File: src/rtl/pulse_gen_pkg.sv
// ============================================================================
// Module      : pulse_gen_pkg
// Description : Shared mode and state encodings for the pulse-train generator.
// Revision    : 1.0 - initial release
// ============================================================================
`default_nettype none

package pulse_gen_pkg;

    typedef logic [1:0] mode_t;
    typedef logic [1:0] state_t;

    localparam mode_t  MODE_SINGLE = 2'd0;
    localparam mode_t  MODE_BURST  = 2'd1;
    localparam mode_t  MODE_CONT   = 2'd2;

    localparam state_t ST_IDLE     = 2'd0;
    localparam state_t ST_HIGH     = 2'd1;
    localparam state_t ST_LOW      = 2'd2;

endpackage : pulse_gen_pkg

`default_nettype wire

File: src/rtl/phase_counter.sv
// ============================================================================
// Module      : phase_counter
// Description : Loadable down-counter; load wins over decrement, holds at 0.
// Revision    : 1.0 - initial release
// ============================================================================
`default_nettype none

module phase_counter #(
    parameter int W = 8
) (
    input  logic         clock,
    input  logic         reset,
    input  logic         load,
    input  logic [W-1:0] load_val,
    input  logic         dec,
    output logic [W-1:0] value,
    output logic         is_zero
);

    logic [W-1:0] r_value;

    always_ff @(posedge clock) begin
        if (reset) begin
            r_value <= '0;
        end else if (load) begin
            r_value <= load_val;
        end else if (dec && (r_value != '0)) begin
            r_value <= r_value - 1'b1;
        end
    end

    assign value   = r_value;
    assign is_zero = (r_value == '0);

endmodule : phase_counter

`default_nettype wire

File: src/rtl/pulse_train_gen.sv
// ============================================================================
// Module      : pulse_train_gen
// Description : Programmable single/burst/continuous registered pulse train.
// Revision    : 1.0 - initial release
// ============================================================================
`default_nettype none

module pulse_train_gen
    import pulse_gen_pkg::*;
#(
    parameter int LEN_W = 8,
    parameter int CNT_W = 8
) (
    input  logic             clock,
    input  logic             reset,
    input  logic             start,
    input  logic             stop,
    input  logic [1:0]       mode,
    input  logic [LEN_W-1:0] high_len,
    input  logic [LEN_W-1:0] low_len,
    input  logic [CNT_W-1:0] burst_cnt,
    output logic             signal,
    output logic             busy,
    output logic             done
);

    localparam logic [CNT_W-1:0] c_ONE_PULSE = {{(CNT_W-1){1'b0}}, 1'b1};

    // Phase length L occupies L cycles, so the counter is loaded with max(L,1)-1.
    function automatic logic [LEN_W-1:0] len_m1(input logic [LEN_W-1:0] v);
        return (v == '0) ? '0 : (v - 1'b1);
    endfunction

    state_t           r_state;
    state_t           w_next;
    mode_t            r_mode;
    logic [LEN_W-1:0] r_high_len;
    logic [LEN_W-1:0] r_low_len;
    logic             r_stop_pend;
    logic             r_signal;
    logic             r_busy;
    logic             r_done;

    mode_t            w_mode_in;
    logic             w_accept;
    logic             w_end;
    logic             w_stop_now;
    logic             w_last;

    logic             w_ph_load;
    logic [LEN_W-1:0] w_ph_val;
    logic             w_ph_dec;
    logic [LEN_W-1:0] w_ph_q;
    logic             w_ph_zero;

    logic             w_pl_load;
    logic [CNT_W-1:0] w_pl_val;
    logic             w_pl_dec;
    logic [CNT_W-1:0] w_pl_q;
    logic             w_pl_zero;

    logic             w_signal_d;
    logic             w_busy_d;
    logic             w_done_d;

    assign w_mode_in  = ((mode == MODE_BURST) || (mode == MODE_CONT)) ? mode : MODE_SINGLE;
    assign w_accept   = (r_state == ST_IDLE) && start;
    assign w_end      = (r_state == ST_LOW) && w_ph_zero;
    // A stop arriving in the final low cycle still ends the train at this pulse.
    assign w_stop_now = r_stop_pend | stop;

    always_comb begin
        w_last = 1'b1;
        case (r_mode)
            MODE_CONT:  w_last = w_stop_now;
            MODE_BURST: w_last = w_stop_now || (w_pl_q == c_ONE_PULSE) || w_pl_zero;
            default:    w_last = 1'b1;
        endcase
    end

    // State register
    always_ff @(posedge clock) begin
        if (reset) begin
            r_state <= ST_IDLE;
        end else begin
            r_state <= w_next;
        end
    end

    // Next-state logic
    always_comb begin
        w_next = r_state;
        case (r_state)
            ST_IDLE: if (start)     w_next = ST_HIGH;
            ST_HIGH: if (w_ph_zero) w_next = ST_LOW;
            ST_LOW:  if (w_ph_zero) w_next = w_last ? ST_IDLE : ST_HIGH;
            default:                w_next = ST_IDLE;
        endcase
    end

    // Output and counter-control logic
    always_comb begin
        w_ph_load  = 1'b0;
        w_ph_val   = '0;
        w_ph_dec   = 1'b0;
        w_pl_load  = 1'b0;
        w_pl_val   = c_ONE_PULSE;
        w_pl_dec   = 1'b0;
        w_signal_d = (w_next == ST_HIGH);
        w_busy_d   = (w_next != ST_IDLE);
        w_done_d   = (r_state == ST_LOW) && (w_next == ST_IDLE);

        if (w_accept) begin
            w_ph_load = 1'b1;
            w_ph_val  = len_m1(high_len);
            w_pl_load = 1'b1;
            if (w_mode_in == MODE_BURST) begin
                w_pl_val = (burst_cnt == '0) ? c_ONE_PULSE : burst_cnt;
            end
        end else if ((r_state == ST_HIGH) && w_ph_zero) begin
            w_ph_load = 1'b1;
            w_ph_val  = len_m1(r_low_len);
        end else if (w_end) begin
            w_ph_load = !w_last;
            w_ph_val  = len_m1(r_high_len);
            w_pl_dec  = (r_mode == MODE_BURST);
        end else if (r_state != ST_IDLE) begin
            w_ph_dec  = 1'b1;
        end
    end

    always_ff @(posedge clock) begin
        if (reset) begin
            r_mode      <= MODE_SINGLE;
            r_high_len  <= '0;
            r_low_len   <= '0;
            r_stop_pend <= 1'b0;
            r_signal    <= 1'b0;
            r_busy      <= 1'b0;
            r_done      <= 1'b0;
        end else begin
            if (w_accept) begin
                r_mode     <= w_mode_in;
                r_high_len <= high_len;
                r_low_len  <= low_len;
            end
            if (w_next == ST_IDLE) begin
                r_stop_pend <= 1'b0;
            end else if ((r_state != ST_IDLE) && stop) begin
                r_stop_pend <= 1'b1;
            end
            r_signal <= w_signal_d;
            r_busy   <= w_busy_d;
            r_done   <= w_done_d;
        end
    end

    phase_counter #(.W(LEN_W)) u_phase_cnt (
        .clock    (clock),
        .reset    (reset),
        .load     (w_ph_load),
        .load_val (w_ph_val),
        .dec      (w_ph_dec),
        .value    (w_ph_q),
        .is_zero  (w_ph_zero)
    );

    phase_counter #(.W(CNT_W)) u_pulse_cnt (
        .clock    (clock),
        .reset    (reset),
        .load     (w_pl_load),
        .load_val (w_pl_val),
        .dec      (w_pl_dec),
        .value    (w_pl_q),
        .is_zero  (w_pl_zero)
    );

    assign signal = r_signal;
    assign busy   = r_busy;
    assign done   = r_done;

endmodule : pulse_train_gen

`default_nettype wire

File: config.mk
export PLATFORM = sky130hd
export DESIGN_NAME = pulse_train_gen
export DESIGN_NICKNAME = d
export VERILOG_FILES = /design/src/rtl/pulse_gen_pkg.sv /design/src/rtl/phase_counter.sv /design/src/rtl/pulse_train_gen.sv
export SDC_FILE = /design/constraint.sdc
export NUM_CORES = 1
export LEC_CHECK = 0
export BUFFER_PORTS_ARGS = -buffer_cell sky130_fd_sc_hd__buf_4
export CELL_PAD_IN_SITES_DETAIL_PLACEMENT = 1
export CELL_PAD_IN_SITES_GLOBAL_PLACEMENT = 2
export CORE_MARGIN = 2
export CORE_UTILIZATION = 33
export DETAILED_ROUTE_END_ITERATION = 8
export PLACE_DENSITY = 0.79
export SYNTH_ARGS = -nofsm -noshare
export SYNTH_HDL_FRONTEND = slang
export SYNTH_SLANG_ARGS = --single-unit
File: constraint.sdc
create_clock -name clock -period 2.7 [get_ports clock]
set_clock_uncertainty 0.15 [all_clocks]
set_input_delay 0.135 -clock clock [delete_from_list [all_inputs] [get_ports clock]]
set_output_delay 0.135 -clock clock [all_outputs]
set_load 0.01 [all_outputs]
==> Yosys cells after proc, flatten, opt, wreduce, memory -nomap -nowiden <==
Cells that the tools add are included.
{ "totals": {"register_bits": 40, "wordCells": 82, "inputBits": 30} }
{ "op_classes": {"n_bitwise": 1, "n_eq_ne": 9, "mux": 31, "addsub": 5, "n_reduce_logical": 26} }
{ "op_table": {"columns": ["cell", "n"], "rows": [
  ["8-bit two-way mux", 13],
  ["8-bit logical NOT", 6],
  ["8-bit by 1-bit subtractor with 8-bit output, second input constant", 5],
  ["8-bit nonzero test", 2],
  ["1-bit two-way mux", 12],
  ["2-bit by 1-bit equality test with 1-bit output, second input constant", 5],
  ["8-bit by 1-bit equality test with 1-bit output, second input constant", 1],
  ["2-bit two-way mux", 4],
  ["2-bit nonzero test", 4],
  ["1-bit logical AND", 7],
  ["2-bit equality test, second input constant", 3],
  ["2-bit one-hot mux with 3 select lines", 1],
  ["2-bit logical NOT", 2],
  ["1-bit logical OR", 3],
  ["1-bit one-hot mux with 2 select lines", 1],
  ["2-bit OR reduction", 1],
  ["1-bit logical NOT", 1],
  ["1-bit OR", 1]
]} }

==> Longest topological paths before layout <==
{ "depth": {"ltp_word": 9, "ltp_mapped": 8, "ltp_nobuf": 8} }

==> Cells and area by module <==
Synthesis repeated with hierarchy kept, for this count alone.
{ "unflattened": {"cells_unflattened": 332, "area_unflattened_um2": 2648.8} }
{ "by_module_without_submodules": {"columns": ["mod", "n_inst", "area_each_um2", "seq_area_each_um2", "cells_per_inst"], "rows": [
  ["pulse_train_gen", 1, 1617.8, 480.5, 214],
  ["phase_counter", 2, 515.5, 160.2, 59]
]} }

==> Worst setup path after synthesis <==
OpenSTA, ideal clock, no wires.
{ "synth_timing": {"path_type": "reg2reg", "start": "register u_phase_cnt.r_value[2] (netlist: u_phase_cnt.value[2])", "end": "register u_pulse_cnt.r_value[3] (netlist: u_pulse_cnt.value[3])", "arrival_time_ps": 1751, "period_less_slack_ps": 2029, "n_path_buf": 0, "setup_slack_ps": 671, "path_stages_with_launch": 7, "t_required_ps": 2422, "cell_sequence": "dfxtp_1 -> nor4_4 -> nand3_4 -> nor4b_4 -> nor2_1 -> a221oi_1 -> a211oi_1"} }
{ "synth_between": {"elab_chain_len": 7, "word_cells_on_any_way": 8, "classes_between": "3 x mux; 5 x reduce/logical"} }
{ "synth_lines": {"columns": ["item", "line_no", "source"], "rows": [
  ["from (decl)", "phase_counter.sv:20", "logic [W-1:0] r_value;"],
  ["from (signal assigned)", "phase_counter.sv:26", "r_value <= load_val;"],
  ["from (signal assigned)", "phase_counter.sv:28", "r_value <= r_value - 1'b1;"],
  ["8-bit logical NOT (*)", "phase_counter.sv:33", "assign is_zero = (r_value == '0);"],
  ["1-bit logical AND", "pulse_train_gen.sv:68", "assign w_end = (r_state == ST_LOW) && w_ph_zero;"],
  ["1-bit two-way mux", "pulse_train_gen.sv:123", "end else if (w_end) begin"],
  ["1-bit two-way mux (*)", "pulse_train_gen.sv:120", "end else if ((r_state == ST_HIGH) && w_ph_zero) begin"],
  ["1-bit two-way mux (*)", "pulse_train_gen.sv:113", "if (w_accept) begin"],
  ["1-bit logical AND (*)", "phase_counter.sv:27", "end else if (dec && (r_value != '0)) begin"],
  ["2-bit nonzero test (no source line) (*)", null, null],
  ["to (signal assigned)", "phase_counter.sv:26", null],
  ["to (signal assigned)", "phase_counter.sv:28", null],
  ["to (decl)", "phase_counter.sv:20", null]
]} }
Every way passes the cells marked *; elsewhere a longest branch is shown, timed or not.
A chain may end at the register's enable or synchronous reset.

==> Final worst setup path <==
{ "layout_timing": {"start": "input high_len[2]", "end": "register u_phase_cnt.r_value[7] (netlist: u_phase_cnt.value[7])"} }
{ "layout_between": {"elab_chain_len": 4, "word_cells_on_any_way": 5, "classes_between": "1 x add/sub; 3 x mux; 1 x reduce/logical"} }
{ "layout_lines": {"columns": ["item", "line_no", "source"], "rows": [
  ["from (decl)", "pulse_train_gen.sv:19", "input logic [LEN_W-1:0] high_len,"],
  ["8-bit by 1-bit subtractor with 8-bit output / 8-bit logical NOT (equally long branches)", "pulse_train_gen.sv:31", "return (v == '0) ? '0 : (v - 1'b1);"],
  ["8-bit two-way mux (*)", "pulse_train_gen.sv:31", null],
  ["8-bit two-way mux (*)", "pulse_train_gen.sv:113", null],
  ["8-bit two-way mux (*)", "phase_counter.sv:25", "end else if (load) begin"]
]} }
Marked as above.

==> flow_summary.json <==
{
  "status": "completed",
  "slew_headroom_pct": 56.5,
  "synth.net_count": 357,
  "clock-sinks": 40,
  "drtIter0Drc": 77,
  "dpl.hpwl_mm": 5.10,
  "powerDensity_mw_per_mm2": 835,
  "holdPathEnd": "u_pulse_cnt.value[4]$_SDFFE_PP0P_",
  "synth_edf_count": 0,
  "ys_seq_area_share_pct": 32.5,
  "max-clock-path-buffers": 2,
  "hold_class": "in2reg",
  "htreeDepth": 2,
  "setup_viol": 0,
  "startpoint_type": "input port",
  "die-area_sq_mm": 0.00817,
  "area_growth_pct": 27.2,
  "ys.flop_type": "dfxtp_1",
  "start_util_pct": 33.9,
  "reg2reg_depth": 6,
  "die_w_um": 90.4,
  "nets": 409,
  "final_util_pct": 43.2,
  "rsz0062_at_grt": "no",
  "place_inst": 440,
  "required_ns": 2.74,
  "yosysWarnings": 0,
  "r2r-end": "u_phase_cnt.value[5]$_SDFFE_PP0P_",
  "synth_cell_types": 52,
  "hold_viol": 0,
  "synthArstFlopShare_pct": 0,
  "fmax_ghz": 0.401,
  "vias": 2427,
  "hold_depth": 3,
  "layout_commonest_cell": "nand2_1",
  "grt_antenna_before_repair": 0,
  "layout-drive-gt1-share_pct": 15.9,
  "insertion_delay_ns": 0.29,
  "drc": 0,
  "fin_crit_sh_pct": 92.5,
  "worst_pin_slew_ns": 0.648,
  "grt_overflow": 0,
  "synth-seq-cells": 40,
  "drt_pass1_iterations": 4,
  "core_area_sq_mm": 0.00725,
  "leakage_nw": 1.25,
  "grtUsageTotal_pct": 18.3,
  "r2r-start": "u_pulse_cnt.value[4]$_SDFFE_PP0P_",
  "avgViaCountPerCell": 5.17,
  "syn_avg_cell_area_sq_um": 7.77,
  "mostFrequentLayoutCells": "nand2_1, dfxtp_1, a21oi_1",
  "grt_first_pass_wirelength_mm": 12.3,
  "rrSetupSlack_ns": 0.29,
  "cts_root_buf": "clkbuf_8",
  "antennaDiodeCount": 0,
  "crit_arrival_ns": 2.53,
  "portBuffers": 32,
  "first_global_vias": 2513,
  "ant_nets": 0,
  "slew_violations": 0,
  "die_y_um": 90.4,
  "worstSetupPathType": "in2reg",
  "syn_area_sq_mm": 0.00246,
  "path_max_fanout": 7,
  "io_pins": 33,
  "numCtsBuffers": 5,
  "drv_cap": 0,
  "routabilityCongestion": 0.758,
  "syn_inst": 317,
  "totalWireLength_mm": 7.17,
  "num_rows": 31,
  "clk_pin_slew_worst_paths_ns": 0.08,
  "end_kind": "flop",
  "tns_ns": 0,
  "hp-start": "burst_cnt[4]",
  "irDropWorstVdd_uv": 271,
  "grt_max_degree": 41,
  "fin_cells": 469,
  "fin_crit_ns": 2.50,
  "tritoncts": "yes",
  "wl_per_cell_um": 15.3
}
-- layer usage --
layer,track usage [%],routed length [um],up-vias
met5,0,0,-
met4,4.36,64,0
met3,3.01,140,8
met2,30.7,3330,28
met1,24.4,3630,1162
li1,-,-,1229
-- state kept, by name, indices dropped and copies added, names as in the netlist, 2 cells and up --
signal             cells
u_pulse_cnt.value      8
u_phase_cnt.value      8
r_high_len             8
r_mode                 2
r_state                2
r_low_len              8
-- power by group --
part           internal [mW]  leakage [nW]  switching [mW]  total [mW]
Sequential             0.717         0.329           0.138       0.856
Combinational          0.522         0.856           0.690        1.21
Clock                  0.327        0.0645           0.221       0.547
-- worst max path at each step --
stage | startpoint | endpoint | slack (ns) | cells after the start
2_1_floorplan | u_phase_cnt.value[2]$_SDFFE_PP0P_ | u_pulse_cnt.value[3]$_SDFFE_PP0P_ | 0.67 | 6
3_3_place_gp | u_pulse_cnt.value[4]$_SDFFE_PP0P_ | u_phase_cnt.value[7]$_SDFFE_PP0P_ | 0.40 | 6
5_1_grt | u_pulse_cnt.value[4]$_SDFFE_PP0P_ | u_phase_cnt.value[5]$_SDFFE_PP0P_ | 0.08 | 6
6_report | high_len[2] | u_phase_cnt.value[7]$_SDFFE_PP0P_ | 0.20 | 8
3_5_place_dp | u_pulse_cnt.value[4]$_SDFFE_PP0P_ | u_phase_cnt.value[5]$_SDFFE_PP0P_ | 0.29 | 6
4_1_cts | high_len[2] | u_phase_cnt.value[7]$_SDFFE_PP0P_ | 0.22 | 8
-- synth_stat cells (2+ instances only) --
| master | number | area, sq um |
|---|---|---|
| nand2_1 | 50 | 188 |
| dfxtp_1 | 40 | 801 |
| a21oi_1 | 39 | 195 |
| nor2_1 | 26 | 97.6 |
| nor3_1 | 17 | 85.1 |
| inv_1 | 16 | 60.1 |
| xnor2_1 | 11 | 96.3 |
| ha_1 | 10 | 125 |
| clkbuf_1 | 9 | 33.8 |
| a211oi_1 | 8 | 60.1 |
| o22ai_1 | 8 | 50.1 |
| xor2_1 | 8 | 70.1 |
| nor4_1 | 6 | 37.5 |
| a21o_1 | 5 | 37.5 |
| a31oi_1 | 5 | 31.3 |
| nand3_1 | 5 | 25.0 |
| o21ai_0 | 5 | 25.0 |
| a41oi_1 | 3 | 26.3 |
| or2_2 | 3 | 18.8 |
| or3_1 | 3 | 18.8 |
| a22o_1 | 2 | 17.5 |
| and3_1 | 2 | 12.5 |
| nand2b_1 | 2 | 12.5 |
| nor3_2 | 2 | 20.0 |
| nor3b_1 | 2 | 15.0 |
| o211a_1 | 2 | 20.0 |
| o31ai_1 | 2 | 15.0 |
| or4_1 | 2 | 15.0 |
-- timing repair --
action,4_1_cts,5_1_grt
hold endpoints to repair,20,0
buffers inserted,0,0
hold buffers,21,0
resized for setup,0,0
-- kinds of logic (layout without fill, tap and decap cells) --
family	after synthesis	in the layout	share of synthesized area [%]
and+or+nand+nor	133	133	28.0
adders and majority gates	10	10	5.08
xor gates and xnor gates	19	19	6.76
buffers and inverters	28	81	5.03
AOI/OAI and AO/OA	86	86	22.2
DFF	40	40	32.5
muxes	1	1	0.407
-- layout make-up --
type | instances | area, sq um
clock inverter | 1 | 30.0
timing repair buffer | 57 | 480
multi-input combinational | 249 | 1540
inverter | 16 | 60.1
fill | 895 | 4120
tap | 99 | 124
sequential | 40 | 801
clock buffer | 7 | 96.3
-- metrics by stage --
stage                     worst slack [ns]  hold WS (ns)  area [sq um]  total power [mW]
final                                0.204        0.0181          3130              2.62
after global routing                0.0817        0.0365          3130              2.84
after CTS                            0.225        0.0113          3130              2.64
after detailed placement             0.289         0.242          2800              2.05
after global placement               0.402         0.232          2800              2.04
after floorplan                      0.671         0.118          2460              1.75
-- worst max-delay path, stage by stage --
cell	delay [ns]
dlygate4sd3_1	0.54
buf_4	0.16
or4_1	0.59
nor4_1	0.31
mux2i_1	0.27
nor2_1	0.05
or3_1	0.34
o211a_1	0.12
(Power assumes the default switching activity.)
